File: config.mk
export PLATFORM = sky130hd
export DESIGN_NAME = xnor_share_ctrl
export DESIGN_NICKNAME = d
export VERILOG_FILES = /design/src/rtl/xnor_share_pkg.sv /design/src/rtl/b6xnor.sv /design/src/rtl/xnor_share_ctrl.sv
export SDC_FILE = /design/constraint.sdc
export NUM_CORES = 1
export LEC_CHECK = 0
export ABC_CLOCK_PERIOD_IN_PS = 2400
export BUFFER_PORTS_ARGS = -buffer_cell sky130_fd_sc_hd__buf_2
export CORE_MARGIN = 2
export CORE_UTILIZATION = 47
export DETAILED_ROUTE_END_ITERATION = 6
export GPL_ROUTABILITY_DRIVEN = 1
export PLACE_DENSITY_LB_ADDON = 0.2
export SLEW_MARGIN = 10
export SYNTH_ARGS = -nofsm -noshare
export SYNTH_HDL_FRONTEND = slang
export SYNTH_SLANG_ARGS = --single-unit
File: constraint.sdc
create_clock -name clk -period 2.4 [get_ports clk]
set_clock_uncertainty 0.05 [all_clocks]
set_input_delay 0.12 -clock clk [delete_from_list [all_inputs] [get_ports clk]]
set_output_delay 0.12 -clock clk [all_outputs]
set_load 0.02 [all_outputs]
File: src/rtl/xnor_share_pkg.sv
// Shared types and helpers for the shared 6-bit XNOR sequencer.
// Holds the FSM encoding, datapath widths and the matching-bit popcount.
package xnor_share_pkg;

    localparam int DATA_W = 6;
    localparam int CNT_W  = 3;

    typedef enum logic [1:0] {
        ST_IDLE  = 2'd0,
        ST_EXEC  = 2'd1,
        ST_COUNT = 2'd2,
        ST_RESP  = 2'd3
    } state_t;

    function automatic logic [CNT_W-1:0] popcount(input logic [DATA_W-1:0] v);
        logic [CNT_W-1:0] sum;
        sum = '0;
        for (int i = 0; i < DATA_W; i++) begin
            sum = sum + CNT_W'(v[i]);
        end
        return sum;
    endfunction

endpackage

File: src/rtl/b6xnor.sv
// Bitwise 6-bit XNOR unit, purely combinational (0 cycles).
// No flow control; the caller registers the output.
module b6xnor
    import xnor_share_pkg::*;
(
    input  logic [DATA_W-1:0] a_i,
    input  logic [DATA_W-1:0] b_i,
    output logic [DATA_W-1:0] y_o
);

    assign y_o = ~(a_i ^ b_i);

endmodule

File: src/rtl/xnor_share_ctrl.sv
// Round-robin shares one XNOR unit among N_REQ requesters; done 3 cycles after grant, 1 op / 4 cycles.
// Requests are only sampled in IDLE; a requester holds req and operands until it sees its grant.
module xnor_share_ctrl
    import xnor_share_pkg::*;
#(
    parameter int N_REQ = 2
) (
    input  logic                    clk,
    input  logic                    rst_n,
    input  logic [N_REQ-1:0]        req,
    input  logic [DATA_W*N_REQ-1:0] a_in,
    input  logic [DATA_W*N_REQ-1:0] b_in,
    output logic [N_REQ-1:0]        grant,
    output logic [N_REQ-1:0]        done,
    output logic [DATA_W-1:0]       result,
    output logic [CNT_W-1:0]        match_cnt,
    output logic                    eq,
    output logic                    busy
);

    localparam int IDX_W = (N_REQ > 2) ? 2 : 1;

    state_t             state_q, state_d;
    logic [N_REQ-1:0]   grant_q, grant_d;
    logic [N_REQ-1:0]   done_q, done_d;
    logic [DATA_W-1:0]  op_a_q, op_a_d;
    logic [DATA_W-1:0]  op_b_q, op_b_d;
    logic [DATA_W-1:0]  x_q, x_d;
    logic [CNT_W-1:0]   cnt_q, cnt_d;
    logic [DATA_W-1:0]  result_q, result_d;
    logic [CNT_W-1:0]   match_q, match_d;
    logic               eq_q, eq_d;
    logic [IDX_W-1:0]   sel_q, sel_d;
    logic [IDX_W-1:0]   last_q, last_d;
    logic [IDX_W-1:0]   win;
    logic [DATA_W-1:0]  xnor_w;

    // Search starts just after the previous winner so every active requester is served in turn.
    function automatic logic [IDX_W-1:0] rr_pick(input logic [N_REQ-1:0] r,
                                                 input logic [IDX_W-1:0] last);
        logic [IDX_W-1:0] w;
        logic             found;
        int               idx;
        w     = last;
        found = 1'b0;
        for (int k = 1; k <= N_REQ; k++) begin
            idx = (int'(last) + k) % N_REQ;
            if (!found && r[idx]) begin
                w     = IDX_W'(idx);
                found = 1'b1;
            end
        end
        return w;
    endfunction

    assign win = rr_pick(req, last_q);

    b6xnor u_xnor (
        .a_i (op_a_q),
        .b_i (op_b_q),
        .y_o (xnor_w)
    );

    always_comb begin
        state_d  = state_q;
        grant_d  = grant_q;
        done_d   = '0;
        op_a_d   = op_a_q;
        op_b_d   = op_b_q;
        x_d      = x_q;
        cnt_d    = cnt_q;
        result_d = result_q;
        match_d  = match_q;
        eq_d     = eq_q;
        sel_d    = sel_q;
        last_d   = last_q;
        case (state_q)
            ST_IDLE: begin
                if (|req) begin
                    state_d = ST_EXEC;
                    sel_d   = win;
                    last_d  = win;
                    op_a_d  = a_in[DATA_W*win +: DATA_W];
                    op_b_d  = b_in[DATA_W*win +: DATA_W];
                    grant_d = N_REQ'(1) << win;
                end
            end
            ST_EXEC: begin
                x_d     = xnor_w;
                grant_d = '0;
                state_d = ST_COUNT;
            end
            ST_COUNT: begin
                cnt_d   = popcount(x_q);
                state_d = ST_RESP;
            end
            ST_RESP: begin
                result_d = x_q;
                match_d  = cnt_q;
                eq_d     = (cnt_q == CNT_W'(DATA_W));
                done_d   = N_REQ'(1) << sel_q;
                state_d  = ST_IDLE;
            end
            default: state_d = ST_IDLE;
        endcase
    end

    always_ff @(posedge clk or negedge rst_n) begin
        if (!rst_n) begin
            state_q  <= ST_IDLE;
            grant_q  <= '0;
            done_q   <= '0;
            op_a_q   <= '0;
            op_b_q   <= '0;
            x_q      <= '0;
            cnt_q    <= '0;
            result_q <= '0;
            match_q  <= '0;
            eq_q     <= 1'b0;
            sel_q    <= '0;
            last_q   <= IDX_W'(N_REQ - 1);
        end else begin
            state_q  <= state_d;
            grant_q  <= grant_d;
            done_q   <= done_d;
            op_a_q   <= op_a_d;
            op_b_q   <= op_b_d;
            x_q      <= x_d;
            cnt_q    <= cnt_d;
            result_q <= result_d;
            match_q  <= match_d;
            eq_q     <= eq_d;
            sel_q    <= sel_d;
            last_q   <= last_d;
        end
    end

    assign grant     = grant_q;
    assign done      = done_q;
    assign result    = result_q;
    assign match_cnt = match_q;
    assign eq        = eq_q;
    assign busy      = (state_q != ST_IDLE);

endmodule

# Word-level counts from Yosys, hierarchy flattened
# Cells that the tools add are included.
# totals
mem_count	0
out_inout_bits	15
reg_bits	39
latchBits	0
mem_bits_rw	0
wordCells	57
input_bits	28
romBits	0
# op_classes
multipliers	1
n_shift	4
bitwise_logic	4
n_addsub	7
n_lt_le_gt_ge	2
div	0
n_eq_ne	5
n_reduce_logical	8
n_mux	14
# op_table
op	n
$shiftx 12x5->6	2
$add 3x1->3	3
$mux 1	9
$pmux 2 s4	1
$lt 2x3->1 const B	2
$mux 2	3
$not 6->6	1
$xor 6x6->6	1
$eq 2x2->1 const B	2
$pmux 2 s2	1
$reduce_and 2->1	2
$reduce_bool 2->1	2
$shl 1x1->2 const A	2
$add 2x1->3	1
$eq 3x3->1 const B	1
$mul 2x1->3 const A	1
$add 1x1->1 const B	2
$add 1x1->2	1
$and 1x1->1 const A	2
$eq 2x1->1 const B	1
$logic_not 2->1	1
$ne 2x2->1 const B	1
$reduce_or 2->1	1
$logic_and 1x1->1	1
$logic_not 1->1	1

# Longest topological paths before layout
# Gate-level depths: netlist (run 1).
# depth
depth_word	12
mapped_depth	7
ltp_nobuf	7

# Hierarchy
# A second synthesis (run 1) with hierarchy kept.
# unflattened
hier_cells	144
hier_area_um2	1803.0
# modules_own_cells
mod	cells_per_inst	instances	area_per_inst_um2	seq_area_each_um2
xnor_share_ctrl	138	1	1750.4	977.2
b6xnor	6	1	52.6	0.0

# Least setup slack after synthesis (run 1)
# OpenSTA, ideal clock, no wires.
# synth_timing
path_type	reg-to-reg
start	register x_q[1]
end	register cnt_q[1]
path_stages_with_launch	8
slack_ns	0.013
arrival_time_ns	2.213
period_less_slack_ns	2.387
setup_ns	0.125
t_required_ns	2.225
path_buffers	0
path_cell_list	dfrtp_1 > inv_1 > fa_1 > fa_1 > inv_1 > ha_1 > fa_1 > mux2_2
# synth_between
elab_chain_len	5
# synth_rtl
item	line_no	rtl
start: declaration	xnor_share_ctrl.sv:28	logic [DATA_W-1:0] x_q, x_d;
start signal: assignment	xnor_share_ctrl.sv:115	x_q <= '0;
start signal: assignment	xnor_share_ctrl.sv:128	x_q <= x_d;
$add 1x1->2	xnor_share_pkg.sv:19	sum = sum + CNT_W'(v[i]);
$add 2x1->3	xnor_share_pkg.sv:19	
$add 3x1->3 (3 in series)	xnor_share_pkg.sv:19	
end signal: assignment	xnor_share_ctrl.sv:129	cnt_q <= cnt_d;
end: declaration	xnor_share_ctrl.sv:29	logic [CNT_W-1:0] cnt_q, cnt_d;
# Every way passes these cells.
# A chain may end at the register's enable or synchronous reset.

# Worst setup path after layout (run 1)
# layout_timing
start	register x_q[3]
end	register cnt_q[1]
# layout_between
elab_chain_len	3
# layout_rtl
item	line_no
$add 3x1->3 (3 in series)	xnor_share_pkg.sv:19
# Every way passes these cells.

==> qor.yml, run 1 <==
ant_nets: 0
synth_area_um2: 1785
fin_crit_sh_pct: 103.6
relSlewSlack_pct: 36.35
dpl-instance-area_um2: 2003
route.detailed.wl_per_inst_um: 13.05
fin_crit_ns: 2.487
n_fill_cell: 298
hold_violations: 0
multiInputGateArea_um2: 719.4
via_count: 1196
cts_max_level: 2
fp.dieH_um: 65.64
antenna_found_initial: 0
synth_top_cell_area_share_pct: 53.26
dp_slack_ns: -0.1280
fin_nets: 224
clock_path_buffers: 2
power_mw: 3.113
ios: 43
dp.cells: 225
fin_cells: 237
cts_sinks: 39
insertedDiodeCount: 0
crit_path_start_kind: "register"
ir_drop_uv: 581.2
grt.overflow.total: 0
die_x_um: 65.64
grt_pass1_vias: 1242
critPathKind: "register to register"
clkTransAtPathRegs_ns: 0.07
maxCapViolations: 0
synth-edff-count: 0
final_area_um2: 2135
worst_slack_ns: -0.08743
synth_area_per_cell_um2: 12.57
cp_data_required_time_ns: 2.53
ys_types: 29
grt_use_total_pct: 16.99
crit_fanout: 2
cts-root-buf: "clkbuf_8"
syn_to_final_growth_pct: 19.55
cts-buffers-inserted: 5
hpwl_um: 2212
avgViaCountPerCell: 5.046
synthCells: 142
final_util_pct: 58.30
gp_congestion: 0.7511
io_buffers: 42
drt_iter0_markers: 31
tritoncts: "yes"
core_area_um2: 3661
synth-seq-cells: 39
p_per_area_nw_per_um2: 1458
yosysWarnings: 0
routed_wl_um: 3092
dr.pass1.iters: 4
grt_max_degree: 40
seq_area_frac_synth_pct: 54.73
start_util_pct: 48.77
async_reset_ff_share_pct: 100.0
tightest_slew_ns: 0.9484
violations: "setup timing"
setup_violations: 1
synth_area_leader_cell: "dfrtp_1"
hold_slack_ns: 0.01164
clk_latency_ns: 0.29
seqCellArea_um2: 977.2
hp-class: "input pin to register"
syn-num-nets: 178
fin_setup_tns_ns: -0.08743
synth.area.top_cells: "dfrtp_1 53%, mux2_2 8.2%, a221o_1 6.7%, and3_1 4.2%, ha_1 3.5%"
synth_flop_cell: "dfrtp_1"
max_freq_mhz: 402.0
run_status: "finished with violations"
layout-drive-gt1-share_pct: 36.51
rsz0062_at_grt: "true"
end_kind: "register"
drv_slew: 0
grt_pass1_wl_um: 5499
die-area_um2: 4308
drc: 0
core.rowCount: 22
arrival_ns: 2.61
p_leak_nw: 1.075
==> kinds of logic (layout without fill, tap and decap cells) <==
kind of cell | Yosys count | count (layout) | share of synthesized area (%)
AND/OR/NAND/NOR | 28 | 28 | 8.830
adder cells (fa/ha/maj) | 8 | 8 | 6.868
buffers and inverters | 20 | 67 | 5.676
multiplexers | 14 | 14 | 8.830
XOR/XNOR | 6 | 6 | 2.943
flip-flops | 39 | 39 | 54.73
AO/OA/AOI/OAI | 27 | 27 | 12.12
==> routing by layer <==
metal / routed length [um] / part of all wire (%) / vias up / global-route usage [%]
li1: - / - / 590 / -
met1: 1398 / 45 / 563 / 21.57
met2: 1463 / 47 / 37 / 27.27
met3: 171 / 5.5 / 6 / 4.281
met4: 59 / 1.9 / 0 / 7.813
met5: 0 / 0 / - / 0
==> layout by cell type (no fill, tap or decap), drive strengths merged, types with 3 or more instances in the layout <==
cell type    count
o21ai            7
and3            12
a221o           12
dlygate4sd3      3
and2             3
mux2            14
nor2             4
clkbuf           7
dfrtp           38
buf             43
xnor2            6
ha               5
fa               3
inv             13
nand2            6
==> where the power goes <==
part | internal (mW) | switching [mW] | leakage [nW] | total (mW)
Combinational | 0.751 | 0.748 | 0.555 | 1.50
Clock | 0.204 | 0.213 | 0.0422 | 0.416
Sequential | 0.998 | 0.200 | 0.477 | 1.20
==> cells in the mapped netlist, types with 2 or more instances <==
| master | n |
|---|---|
| dfrtp_1 | 38 |
| inv_1 | 13 |
| mux2_2 | 13 |
| a221o_1 | 12 |
| and3_1 | 12 |
| nand2_1 | 6 |
| o21ai_0 | 6 |
| xnor2_1 | 6 |
| ha_1 | 5 |
| nor2_1 | 4 |
| buf_2 | 3 |
| buf_6 | 3 |
| fa_1 | 3 |
| a21o_1 | 2 |
| and2_4 | 2 |
==> critical path, cell delays in order, from the launching register on <==
cell and delay, ns:
dfrtp_1 0.36, inv_2 0.05, fa_1 0.56, fa_1 0.42
inv_1 0.08, ha_2 0.17, fa_2 0.42, mux2_4 0.26
==> final cells by class <==
cell class | instances | area share (%)
repair buffers | 46 | 11.61
clock buffers | 7 | 3.576
flip-flops and latches | 39 | 45.78
clock inverters | 1 | 0.2345
well taps | 48 | 2.814
inverters | 13 | 2.286
multi-input cells | 83 | 33.70
==> path summary, 6_finish.rpt <==
check / slack (ns) / cells after the start / endpoint / startpoint
setup / recovery: -0.09 / 7 / cnt_q[1] / x_q[3]
hold / removal: 0.01 / 2 / op_a_q[0] / a_in[6]
setup reg to reg: -0.09 / 7 / cnt_q[1] / x_q[3]
hold reg to reg: 0.41 / 1 / done[0] / sel_q
max in group asynchronous: 1.34 / 2 / op_a_q[3] / rst_n
min in group asynchronous: 0.42 / 2 / done[1] / rst_n
==> registers in the layout (all words and copies together) (netlist names) <==
signal	cells
match_cnt	3
x_q	6
result	6
sel_q	1
op_b_q	6
done	2
cnt_q	3
grant	2
op_a_q	6
last_q	1
state_q	2
eq	1
==> timing repair <==
item	CTS	global route
resized for setup	6	0
pin swaps	2	2
hold buffers	3	0
buffers inserted	1	0
endpoints found under the hold margin	40	0
setup endpoints to repair	2	2
Power figures use the tool's default switching activity.
==> run 2: changes to the inputs <==
- ABC_CLOCK_PERIOD_IN_PS: 2400 -> 2200
- clock period: 2.4 -> 2.2 ns (I/O delays scaled with it)
==> run 2 against run 1 <==
The flow still finishes with violations (setup timing). Sequential share of layout area shrank 2.6 points. Via count grew 6.4%. Global-route usage rose by 0.58 points. Sequential cell count did not move. Die area did not move. Non-clock buffer count rose by 13. Critical path depth unchanged. Sequential power is 9% higher. Wire length is 5.7% higher. Cell count increased by 5.5%. Cell area rose by 6.0%. Core utilization grew 3.5 points. Critical path type unchanged.
==> qor.yml, run 2 (synthesis gave the netlist of run 1 again) <==
cts_max_level: 2  # unchanged
hpwl_um: 2303  # +4.1%
final_area_um2: 2262  # +6.0%
ff2ff_setup_slack_ns: -0.28  # -0.19 ns
dr.pass1.iters: 4  # unchanged
fp.dieH_um: 65.64  # unchanged
avgViaCountPerCell: 5.092  # +0.90%
hold_slack_ns: 0.01159  # -0.00004350 ns
maxCapViolations: 0  # unchanged
worst_slack_ns: -0.2795  # -0.1920 ns
tightest_slew_ns: 0.9464  # -0.002002 ns
fin_nets: 237  # +5.8%
tritoncts: "yes"
insertedDiodeCount: 0  # unchanged
drv_slew: 0  # unchanged
final_common_cell: "buf_2"
grt_pass1_vias: 1306  # +5.2%
ios: 43  # unchanged
io_buffers: 42  # unchanged
grt_use_total_pct: 17.57  # +0.58 points
rsz0062_at_grt: "true"
cts-root-buf: "clkbuf_8"
dpl-instance-area_um2: 2021  # +0.87%
max_freq_mhz: 403.3  # +0.32%
layout-drive-gt1-share_pct: 37.13  # +0.62 points
setup_violations: 2  # +1
route.detailed.wl_per_inst_um: 13.07  # +0.20%
drc: 0  # unchanged
ant_nets: 0  # unchanged
clock_path_buffers: 2  # unchanged
final_util_pct: 61.79  # +3.5 points
mostFrequentLayoutCells: "42 x buf_2, 38 x dfrtp_1, 12 x and3_1, 12 x a221o_1, 12 x mux2_2"
fin_crit_ns: 2.479  # -0.007967 ns
grt_pass1_wl_um: 5692  # +3.5%
p_per_area_nw_per_um2: 1560  # +7.0%
cts_sinks: 39  # unchanged
p_leak_nw: 1.142  # +6.2%
routed_wl_um: 3268  # +5.7%
via_count: 1273  # +6.4%
drt_iter0_markers: 48  # +55%
clk_latency_ns: 0.29  # about the same
ir_drop_uv: 648.1  # +12%
cp_data_required_time_ns: 2.33  # -0.20 ns
relSlewSlack_pct: 36.49  # +0.13 points
die-area_um2: 4308  # unchanged
arrival_ns: 2.60  # about the same
hold_violations: 0  # unchanged
crit_path_start_kind: "register"
die_x_um: 65.64  # unchanged
fin_crit_sh_pct: 112.7  # +9.1 points
run_status: "finished with violations"
start_util_pct: 48.77  # unchanged
end_kind: "register"
core_area_um2: 3661  # unchanged
antenna_found_initial: 0  # unchanged
grt_max_degree: 40  # unchanged
violations: "setup timing"
crit_fanout: 2  # unchanged
power_mw: 3.530  # +13%
core.rowCount: 22  # unchanged
syn_to_final_growth_pct: 26.70
hp-class: "input pin to register"
clkTransAtPathRegs_ns: 0.07  # about the same
grt.overflow.total: 0  # unchanged
cts-buffers-inserted: 5  # unchanged
gp_congestion: 0.7505  # about the same
critPathKind: "register to register"
run 2: layout make-up:
type                    count  area (um^2)
multi-input cells          83        713.2
clock buffers               8        100.1
inverters                  13        48.80
well taps                  48        60.06
fillers                   300         1399
flip-flops and latches     39        977.2
repair buffers             59        362.8
run 2: metrics by stage:
| step | setup TNS, ns | std cells | setup slack (ns) |
|---|---|---|---|
| after global routing | -0.6141 | 250 | -0.3448 |
| after detailed placement | -0.4883 | 227 | -0.2828 |
| after CTS | -0.4836 | 247 | -0.2781 |
| final | -0.4875 | 250 | -0.2795 |
| after floorplan | -0.2610 | 142 | -0.1685 |
| after global placement | -0.3212 | 227 | -0.1992 |
run 2: final timing paths:
kind / startpoint / to / depth (start not counted)
setup / recovery: x_q[1] / cnt_q[1] / 7
hold / removal: a_in[9] / op_a_q[3] / 2
setup reg to reg: x_q[1] / cnt_q[1] / 7
hold reg to reg: sel_q / done[0] / 1
max in group asynchronous: rst_n / op_b_q[1] / 2
min in group asynchronous: rst_n / result[0] / 2
run 2: where the power goes:
| group | switching, mW | internal, mW | leakage (nW) |
|---|---|---|---|
| registers | 0.217 | 1.09 | 0.477 |
| clock network | 0.234 | 0.286 | 0.0515 |
| logic | 0.837 | 0.867 | 0.613 |
| total | 1.29 | 2.24 | 1.14 |
run 2: metal layers:
metal | up-vias | wire length (um) | track usage [%]
met4 | 0 | 42 | 6.250
met2 | 38 | 1543 | 28.54
met1 | 610 | 1505 | 21.63
li1 | 620 | - | -
met3 | 5 | 176 | 6.164
met5 | - | 0 | 0
run 2: worst max-delay path: stages, from the launching register on:
cell,delay [ns]
dfrtp_1,0.39
inv_1,0.08
fa_1,0.43
fa_1,0.49
inv_1,0.05
ha_2,0.17
fa_1,0.43
mux2_4,0.27
run 2: repair_timing:
item | CTS | global route
buffers inserted | 2 | 3
pin swaps | 0 | 1
hold buffers | 10 | 0
setup endpoints to repair | 2 | 3
gates resized for setup | 0 | 1
endpoints found under the hold margin | 47 | 0
